## src/rtl/fetch_stage_pkg.sv

```systemverilog
// Shared types and constants for the instruction-fetch stage.
//   - FS_RESET_PC : first fetch address after reset
//   - fetch_state_e : BOOT / FETCH / HOLD controller states
//   - fetch_entry_t : {pc, inst} pair held by the skid slot
//   - align_pc()    : forces a fetch address onto a word boundary
package fetch_stage_pkg;

    localparam int unsigned ADDR_W = 32;
    localparam int unsigned INST_W = 32;

    localparam logic [ADDR_W-1:0] FS_RESET_PC = 32'hBFC0_0000;

    typedef enum logic [1:0] {
        FS_BOOT  = 2'd0,
        FS_FETCH = 2'd1,
        FS_HOLD  = 2'd2
    } fetch_state_e;

    typedef struct packed {
        logic [ADDR_W-1:0] pc;
        logic [INST_W-1:0] inst;
    } fetch_entry_t;

    // Instructions are word-sized, so the two low address bits are always zero
    function automatic logic [ADDR_W-1:0] align_pc(input logic [ADDR_W-1:0] addr);
        return {addr[ADDR_W-1:2], 2'b00};
    endfunction

endpackage

```

## src/rtl/fetch_stage_if.sv

```systemverilog
// Instruction-ROM request bus between the fetch stage and the ROM.
//   rom_en    : fetch request valid (fetch -> ROM)
//   rom_addr  : fetch address, stable while rom_en=1 and rom_rdy=0 (fetch -> ROM)
//   rom_rdy   : rom_rdata valid for the current request (ROM -> fetch)
//   rom_rdata : fetched instruction word (ROM -> fetch)
interface fetch_stage_if;

    logic        rom_en;
    logic [31:0] rom_addr;
    logic        rom_rdy;
    logic [31:0] rom_rdata;

    modport master (
        output rom_en,
        output rom_addr,
        input  rom_rdy,
        input  rom_rdata
    );

    modport slave (
        input  rom_en,
        input  rom_addr,
        output rom_rdy,
        output rom_rdata
    );

endinterface

```

## src/rtl/fetch_skid_buf.sv

```systemverilog
// Single-entry holding register for one fetched {pc, inst} pair.
//   clk, rst_n : clock and asynchronous active-low reset (clears the entry)
//   load       : capture din; takes priority over unload
//   din        : {pc, inst} to capture
//   unload     : release the held entry
//   valid      : an entry is held
//   data       : the held {pc, inst}
module fetch_skid_buf
    import fetch_stage_pkg::*;
(
    input  logic         clk,
    input  logic         rst_n,
    input  logic         load,
    input  fetch_entry_t din,
    input  logic         unload,
    output logic         valid,
    output fetch_entry_t data
);

    logic         valid_r;
    fetch_entry_t data_r;

    // Holding register: capture on load, drop on unload
    always_ff @(posedge clk or negedge rst_n) begin
        if (!rst_n) begin
            valid_r <= 1'b0;
            data_r  <= '0;
        end else if (load) begin
            valid_r <= 1'b1;
            data_r  <= din;
        end else if (unload) begin
            valid_r <= 1'b0;
        end
    end

    assign valid = valid_r;
    assign data  = data_r;

endmodule

```

## src/rtl/fetch_stage_chk.sv

```systemverilog
// Protocol checks for the fetch stage (simulation only, no logic).
//   branch_flag / pend_vld : a second redirect may not arrive while one is pending
//   rom_en / rom_rdy / rom_addr : an unanswered request stays asserted and stable
//   skid_unload / skid_valid : the skid slot is only replayed when it holds an entry
module fetch_stage_chk (
    input logic        clk,
    input logic        rst_n,
    input logic        branch_flag,
    input logic        pend_vld,
    input logic        rom_en,
    input logic        rom_rdy,
    input logic [31:0] rom_addr,
    input logic        skid_unload,
    input logic        skid_valid
);

    a_no_double_branch: assert property (
        @(posedge clk) disable iff (!rst_n) !(branch_flag && pend_vld)
    );

    a_req_stable: assert property (
        @(posedge clk) disable iff (!rst_n)
        (rom_en && !rom_rdy) |=> (rom_en && $stable(rom_addr))
    );

    a_unload_has_entry: assert property (
        @(posedge clk) disable iff (!rst_n) skid_unload |-> skid_valid
    );

endmodule

```

## src/rtl/fetch_stage.sv

```systemverilog
// PC register and instruction-fetch control, directly upstream of ID.
//   clk, rst_n      : clock, asynchronous active-low reset
//   stall           : IF/ID outputs must hold this cycle
//   branch_flag/addr: one-cycle redirect from ID (delay-slot semantics)
//   rom             : instruction-ROM request bus (master side)
//   if_valid/pc/inst: instruction presented to ID
// The word in flight when a redirect arrives is always delivered (delay slot);
// only the following fetch uses the target. A redirect that arrives when the
// pc cannot advance is parked in a pending register until the next advance.
module fetch_stage
    import fetch_stage_pkg::*;
#(
    parameter logic [31:0] RESET_PC = FS_RESET_PC
) (
    input  logic                 clk,
    input  logic                 rst_n,
    input  logic                 stall,
    input  logic                 branch_flag,
    input  logic [31:0]          branch_addr,
    fetch_stage_if.master        rom,
    output logic                 if_valid,
    output logic [31:0]          if_pc,
    output logic [31:0]          if_inst
);

    fetch_state_e state_r;
    fetch_state_e state_nxt_s;
    logic [31:0]  pc_r;
    logic [31:0]  next_pc_s;
    logic         pend_vld_r;
    logic [31:0]  pend_addr_r;
    logic         rom_en_r;
    logic         if_valid_r;
    logic [31:0]  if_pc_r;
    logic [31:0]  if_inst_r;

    logic         adv_s;
    logic         take_rom_s;
    logic         bubble_s;
    logic         skid_load_s;
    logic         skid_unload_s;
    logic         skid_valid_s;
    fetch_entry_t skid_in_s;
    fetch_entry_t skid_data_s;

    // Controller: next state and per-cycle actions
    always_comb begin
        state_nxt_s   = state_r;
        adv_s         = 1'b0;
        take_rom_s    = 1'b0;
        bubble_s      = 1'b0;
        skid_load_s   = 1'b0;
        skid_unload_s = 1'b0;
        case (state_r)
            FS_BOOT: begin
                state_nxt_s = FS_FETCH;
            end
            FS_FETCH: begin
                if (rom.rom_rdy) begin
                    // The word is accepted even under stall; it parks in the skid slot
                    adv_s = 1'b1;
                    if (stall) begin
                        skid_load_s = 1'b1;
                        state_nxt_s = FS_HOLD;
                    end else begin
                        take_rom_s = 1'b1;
                    end
                end else begin
                    bubble_s = !stall;
                end
            end
            FS_HOLD: begin
                if (stall) begin
                    state_nxt_s = FS_HOLD;
                end else begin
                    skid_unload_s = 1'b1;
                    state_nxt_s   = FS_FETCH;
                end
            end
            default: begin
                state_nxt_s = FS_BOOT;
            end
        endcase
    end

    // Next fetch address: fresh redirect, then parked redirect, then sequential
    always_comb begin
        next_pc_s = pc_r + 32'd4;
        if (branch_flag) begin
            next_pc_s = align_pc(branch_addr);
        end else if (pend_vld_r) begin
            next_pc_s = align_pc(pend_addr_r);
        end else begin
            next_pc_s = align_pc(pc_r + 32'd4);
        end
    end

    // State register and registered request strobe
    always_ff @(posedge clk or negedge rst_n) begin
        if (!rst_n) begin
            state_r  <= FS_BOOT;
            rom_en_r <= 1'b0;
        end else begin
            state_r  <= state_nxt_s;
            rom_en_r <= (state_nxt_s == FS_FETCH);
        end
    end

    // PC register and pending-redirect register
    always_ff @(posedge clk or negedge rst_n) begin
        if (!rst_n) begin
            pc_r        <= RESET_PC;
            pend_vld_r  <= 1'b0;
            pend_addr_r <= 32'd0;
        end else if (adv_s) begin
            pc_r       <= next_pc_s;
            pend_vld_r <= 1'b0;
        end else if (branch_flag) begin
            // Newest redirect wins if one is already parked
            pend_vld_r  <= 1'b1;
            pend_addr_r <= branch_addr;
        end
    end

    // IF/ID output register: fresh ROM word, skid replay, or bubble
    always_ff @(posedge clk or negedge rst_n) begin
        if (!rst_n) begin
            if_valid_r <= 1'b0;
            if_pc_r    <= 32'd0;
            if_inst_r  <= 32'd0;
        end else if (take_rom_s) begin
            if_valid_r <= 1'b1;
            if_pc_r    <= pc_r;
            if_inst_r  <= rom.rom_rdata;
        end else if (skid_unload_s) begin
            if_valid_r <= 1'b1;
            if_pc_r    <= skid_data_s.pc;
            if_inst_r  <= skid_data_s.inst;
        end else if (bubble_s) begin
            if_valid_r <= 1'b0;
        end
    end

    assign skid_in_s = {pc_r, rom.rom_rdata};

    fetch_skid_buf u_skid (
        .clk    (clk),
        .rst_n  (rst_n),
        .load   (skid_load_s),
        .din    (skid_in_s),
        .unload (skid_unload_s),
        .valid  (skid_valid_s),
        .data   (skid_data_s)
    );

    fetch_stage_chk u_chk (
        .clk         (clk),
        .rst_n       (rst_n),
        .branch_flag (branch_flag),
        .pend_vld    (pend_vld_r),
        .rom_en      (rom_en_r),
        .rom_rdy     (rom.rom_rdy),
        .rom_addr    (pc_r),
        .skid_unload (skid_unload_s),
        .skid_valid  (skid_valid_s)
    );

    assign rom.rom_en   = rom_en_r;
    assign rom.rom_addr = pc_r;
    assign if_valid     = if_valid_r;
    assign if_pc        = if_pc_r;
    assign if_inst      = if_inst_r;

endmodule
```

## src/flat_wrapper.sv

```systemverilog
// flat-port wrapper written by rule: the top's interface ports become plain ports
module fetch_stage_flat import fetch_stage_pkg::*;
#(
    parameter logic [31:0] RESET_PC = FS_RESET_PC
)
  (clk, rst_n, stall, branch_flag, branch_addr, if_valid, if_pc, if_inst, rom_rom_en, rom_rom_addr, rom_rom_rdy, rom_rom_rdata);
  fetch_stage_if rom_i ();
  input  logic clk;
  input  logic rst_n;
  input  logic stall;
  input  logic branch_flag;
  input  logic [31:0] branch_addr;
  output logic if_valid;
  output logic [31:0] if_pc;
  output logic [31:0] if_inst;
  output wire logic [$bits(rom_i.rom_en)-1:0] rom_rom_en;
  output wire logic [$bits(rom_i.rom_addr)-1:0] rom_rom_addr;
  input wire logic [$bits(rom_i.rom_rdy)-1:0] rom_rom_rdy;
  input wire logic [$bits(rom_i.rom_rdata)-1:0] rom_rom_rdata;
  assign rom_rom_en = rom_i.rom_en;
  assign rom_rom_addr = rom_i.rom_addr;
  assign rom_i.rom_rdy = rom_rom_rdy;
  assign rom_i.rom_rdata = rom_rom_rdata;
  fetch_stage #(.RESET_PC(RESET_PC)) u_core (.clk(clk), .rst_n(rst_n), .stall(stall), .branch_flag(branch_flag), .branch_addr(branch_addr), .rom(rom_i), .if_valid(if_valid), .if_pc(if_pc), .if_inst(if_inst));
endmodule
```

## config.mk

```make
export PLATFORM = sky130hd
export DESIGN_NAME = fetch_stage_flat
export DESIGN_NICKNAME = d
export VERILOG_FILES = /design/src/rtl/fetch_stage_pkg.sv /design/src/rtl/fetch_stage_if.sv /design/src/rtl/fetch_skid_buf.sv /design/src/rtl/fetch_stage_chk.sv /design/src/rtl/fetch_stage.sv /design/src/flat_wrapper.sv
export SDC_FILE = /design/constraint.sdc
export NUM_CORES = 1
export LEC_CHECK = 0
export CAP_MARGIN = 20
export CORE_MARGIN = 2
export CORE_UTILIZATION = 45
export CTS_BUF_LIST = sky130_fd_sc_hd__clkbuf_4 sky130_fd_sc_hd__clkbuf_8 sky130_fd_sc_hd__clkbuf_16
export CTS_CLUSTER_DIAMETER = 100
export CTS_CLUSTER_SIZE = 30
export DETAILED_ROUTE_END_ITERATION = 8
export PLACE_DENSITY = 0.71
export SYNTH_ARGS = -nofsm -noshare
export SYNTH_HDL_FRONTEND = slang
export SYNTH_SLANG_ARGS = --single-unit
```

## constraint.sdc

```tcl
create_clock -name clk -period 5.2 [get_ports clk]
set_clock_uncertainty 0.2 [all_clocks]
set_input_delay 0.78 -clock clk [delete_from_list [all_inputs] [get_ports clk]]
set_output_delay 0.78 -clock clk [all_outputs]
set_load 0.005 [all_outputs]
```

# After elaboration in Yosys (flattened, before gate mapping)
# Index checks and enable logic that the tools add are counted.
# totals
output_inout_bits,98
wordCells,47
register_bits,197
input_bits,69
# op_classes
eq_ne,3
bitwise_logic,1
muxes,26
reduce_logical,6
n_addsub,1
# ops
cell,n
$mux 32,6
$add 32x3->32 const B,1
$mux 1,16
$mux 2,3
$pmux 2 s3,1
$eq 2x1->1 const B,2
$reduce_bool 2->1,2
$reduce_bool 3->1,1
$eq 2x2->1 const B,1
$logic_not 2->1,1
$reduce_and 2->1,1
$logic_not 1->1,1
$not 1->1,1

# Longest topological paths before layout
# logic_depth
depth_word,6
ltp_mapped,8
mapped_depth_nobuf,6

# Modules after synthesis
# Synthesis repeated with hierarchy kept, for this count alone.
# hier_totals
hier_cells,771
area_unflattened_um2,9181.3
# modules_own_cells
mod,cells_per_inst,seq_area_each_um2,area_per_inst_um2,instances
fetch_stage,633,3239.4,6566.3,1
fetch_skid_buf,138,1626.6,2615.0,1

# Worst setup path before layout
# Ideal clock, no wire load.
# synth_timing
path_kind,input to register
start,input port rom_rom_rdy
end,register u_core.u_skid.data_r (netlist bit u_core.u_skid.data[23])
t_required_ns,4.875
n_path_buf,3
setup_slack_ns,3.012
t_arrival_ns,1.863
cell_stages,6
setup_time_ns,0.125
path_cell_list,and3_1 > buf_2 > nand2_1 > buf_2 > buf_4 > mux2_2
# synth_between
elab_chain_len,2
# synth_lines
element,line,rtl
"start, declared",flat_wrapper.sv:18,input wire logic [$bits(rom_i.rom_rdy)-1:0] rom_rom_rdy;
$mux 1,fetch_stage.sv:59,if (rom.rom_rdy) begin
$mux 1,fetch_stage.sv:54,case (state_r)
"end signal, assigned",fetch_skid_buf.sv:30,data_r <= din;
"end, declared",fetch_skid_buf.sv:21,fetch_entry_t data_r;
# No other way between the ends.
# A chain may end at the register's enable or synchronous reset.

# Final worst setup path
# layout_timing
start,input port branch_flag
end,"register u_core.pc_r[16], in the netlist u_core.rom.rom_addr[16]"
# layout_between
elab_chain_len,1
# layout_lines
element,line,rtl
"start, declared",flat_wrapper.sv:11,input logic branch_flag;
$mux 32,fetch_stage.sv:89,if (branch_flag) begin
"end signal, assigned",fetch_stage.sv:116,pc_r <= next_pc_s;
"end, declared",fetch_stage.sv:28,logic [31:0] pc_r;
# No other way between the ends.

==> results.sh <==
export IMPL_clkPwrFrac_pct=23.6
export IMPL_async_reset_ff_share_pct=100
export IMPL_drt_first_pass_iters=6
export IMPL_rsz0062_at_grt="no"
export IMPL_vias_per_cell=5.69
export IMPL_clk_pin_slew_ns=0.07
export IMPL_post_synth_num_cell_types=60
export IMPL_crit_family="buffers and inverters"
export IMPL_layout_drive_gt1_share_pct=16.8
export IMPL_synth_top_area_share_pct=52.8
export IMPL_synthAdderAreaFrac_pct=0.147
export IMPL_numClockSinks=189
export IMPL_synth_compound_area_share_pct=17.5
export IMPL_die_y_um=142
export IMPL_p_leak_nw=4.52
export IMPL_cts_tree="yes"
export IMPL_ys_ff_latch=189
export IMPL_end_kind="register"
export IMPL_busiest_layer="met2"
export IMPL_layout_min_cycle_time_ns=3.18
export IMPL_area_growth_pct=27.1
export IMPL_max_slew_worst_pin_slew_ns=1.09
export IMPL_p_int_mw=3.80
export IMPL_power_frac_comb_pct=31.4
export IMPL_crit_type="in2reg"
export IMPL_cts_resized_gates=0
export IMPL_irDropWorstVdd_mv=0.302
export IMPL_grt_pass1_wl_mm=34.6
export IMPL_ys_top_cells_by_count="dfrtp_1, nand2_1, o21ai_0"
export IMPL_grt_util_met3_pct=5.43
export IMPL_clkLatencyLatePin_ns=0.44
export IMPL_synth_flop_cell="dfrtp_1"
export IMPL_drv_slew=0
export IMPL_holdCritPathClass="in2async"
export IMPL_slew_headroom_pct=27.1
export IMPL_worst_path_max_delay_cell="clkdlybuf4s50_1"
export IMPL_fp_dieArea_sq_um=20100
export IMPL_globalplace_congestion=0.801
export IMPL_fin_crit_sh_pct=61.2
export IMPL_setup_tns_final_ns=0
export IMPL_yosysTopAreaCell="dfrtp_1"
export IMPL_setup_viol=0
export IMPL_cts_max_level=4
export IMPL_total_power_mw=5.53
export IMPL_yosys_warnings=0
export IMPL_first_global_vias=6476
export IMPL_reg2reg_from="u_core.state_r[1]$_DFF_PN0_"
export IMPL_vias=6592
export IMPL_cap_violations=0
export IMPL_post_cts_setup_buffers=0
export IMPL_start_kind="input port"
export IMPL_holdBufCountCts=0
export IMPL_grt_util_all_layers_pct=21.9
export IMPL_p_seq_share_pct=44.9
export IMPL_use_met2_pct=35.9
export IMPL_power_density_nw_per_um2=510
export IMPL_synth_edf_count=0
export IMPL_critPathRequiredTime_ns=5.30
export IMPL_drt_iter0_drc=500
export IMPL_postSynthAreaPerCell_sq_um=10.9
export IMPL_globalRouteMet1Util_pct=29.0
export IMPL_yosys_area_share_simple_pct=9.65
export IMPL_grt_max_degree=125
export IMPL_grt_ovfl_total=0
export IMPL_synth_area_leaders="dfrtp_1, mux2_2, o21ai_0"
export IMPL_dpl_cell_area_sq_um=10200
export IMPL_yosysMostFrequentCell="dfrtp_1"
export IMPL_drc=0
export IMPL_hpwl_mm=13.4
export IMPL_stdcell_area_sq_um=10800
export IMPL_fmax_mhz=314
export IMPL_start_util_pct=45.8
export IMPL_cts_root_buffer="clkbuf_16"
export IMPL_utilization_pct=58.2
export IMPL_port_buffers=160
export IMPL_n_fill_cell=1597
export IMPL_synth_area_sq_um=8540
export IMPL_yosysSeqAreaShare_pct=55.5
export IMPL_hold_violations=0
export IMPL_crit_chain="clkdlybuf4s50_1 > clkinv_1 > nand2_1 > nor2_1 > a222oi_1 > o2bb2ai_1"
export IMPL_synthMuxAreaShare_pct=11.9
export IMPL_die_width_um=142
export IMPL_rows=50
export IMPL_critical_path_max_stage_delay_ns=0.73
export IMPL_path_buf_inv=2
export IMPL_power_switching_share_pct=31.3
export IMPL_wirelength_mm=21.1
export IMPL_arrival_ns=3.28
export IMPL_synth_cells=785
export IMPL_tritoncts_num_buffers=17
export IMPL_wire_per_inst_um=18.2
export IMPL_fin_nets=980
export IMPL_synthXorXnorAreaFrac_pct=0.923
export IMPL_timing_critical_path_from="branch_flag"
export IMPL_status="completed"
export IMPL_io_pins=167
export IMPL_core_area_sq_um=18600
export IMPL_synth_top_family_by_area="compound AO/OA/AOI/OAI gates"
export IMPL_worstPathMaxFanout=18
export IMPL_p_switching_mw=1.73
export IMPL_antenna_found_initial=2
export IMPL_ant_nets=0
export IMPL_cts_path_max_buffers=2
-- worst register-to-register path, stage by stage, from the launching register on --
cell,delay [ns]
dfrtp_1,0.42
inv_1,0.12
and3_1,0.72
nand2_4,0.70
mux2_2,0.52
-- worst paths after layout --
path	to	slack, ns	cells past startpoint
worst max-delay path	u_core.rom.rom_addr[16]$_DFFE_PN0P_	2.02	6
worst min-delay path	u_core.if_inst[20]$_DFFE_PN0P_	0.27	1
worst max register to register	u_core.u_skid.data[59]$_DFFE_PN0P_	2.42	4
worst min register to register	u_core.if_inst[3]$_DFFE_PN0P_	0.28	2
max in group asynchronous	u_core.rom.rom_addr[31]$_DFFE_PN1P_	3.48	2
min in group clk	u_core.if_inst[3]$_DFFE_PN0P_	0.28	2
-- sequential cells by signal, summed over array words and instances, names as in the netlist --
register and count:
u_core.if_inst 32, u_core.if_pc 30, u_core.if_valid 1, u_core.pend_addr_r 30, u_core.pend_vld_r 1, u_core.rom.rom_addr 30, u_core.rom.rom_en 1, u_core.state_r 2
u_core.u_skid.data 62
-- cell usage in the layout (no fill, tap or decap), types with 5 or more instances in the layout --
cell type	count
o2bb2ai_1	5
and3_1	7
a21oi_1	29
clkdlybuf4s50_1	159
a31oi_1	5
o21ai_1	9
xor2_1	6
nand3_1	12
o22ai_1	68
clkbuf_16	17
nor2_1	24
a22oi_1	5
nand4_1	7
nand2_1	93
dfrtp_1	180
inv_1	7
o21ai_0	88
dfstp_2	9
buf_4	11
mux2_2	87
-- final cells by class --
cell class / instances / area, sq um / share of cell area [%]
clock buffer: 20 / 467 / 4.30
antenna: 2 / 5.00 / 0.0461
clock inverter: 12 / 126 / 1.17
multi-input combinational: 522 / 3470 / 32.0
inverter: 8 / 30.0 / 0.277
tap: 234 / 293 / 2.70
sequential: 189 / 4740 / 43.7
timing repair buffer: 172 / 1720 / 15.8
-- layer usage --
metal | routed length, um | up-vias
met5 | 0 | -
met4 | 319 | 0
met3 | 1200 | 19
met2 | 10100 | 186
met1 | 9550 | 3271
li1 | - | 3116
-- cells by family (layout without fill, tap and decap cells) --
family	count (synthesis)	in the layout
other	1	6
XOR/XNOR	9	9
multiplexers	91	91
buffers and inverters	77	212
adder cells (fa/ha/maj)	1	1
AO/OA/AOI/OAI	246	246
AND/OR/NAND/NOR	171	171
flip-flops	189	189
-- through the flow --
step	hold WS (ns)	cells	setup slack [ns]
2_1_floorplan	0.251	788	3.01
3_3_place_gp	0.260	1124	1.55
3_5_place_dp	0.268	1124	1.52
4_1_cts	0.284	1156	2.00
5_1_grt	0.297	1158	1.90
6_report	0.272	1159	2.02
-- power groups by stage --
stage | clock network [mW] | registers (mW) | logic, mW
3_3_place_gp | 0 | 2.48 | 1.71
5_1_grt | 1.39 | 2.56 | 1.92
6_report | 1.31 | 2.48 | 1.74
3_5_place_dp | 0 | 2.51 | 1.75
2_1_floorplan | 0 | 2.41 | 0.846
4_1_cts | 1.33 | 2.49 | 1.75
No activity file was read; power rests on OpenSTA's default activity.
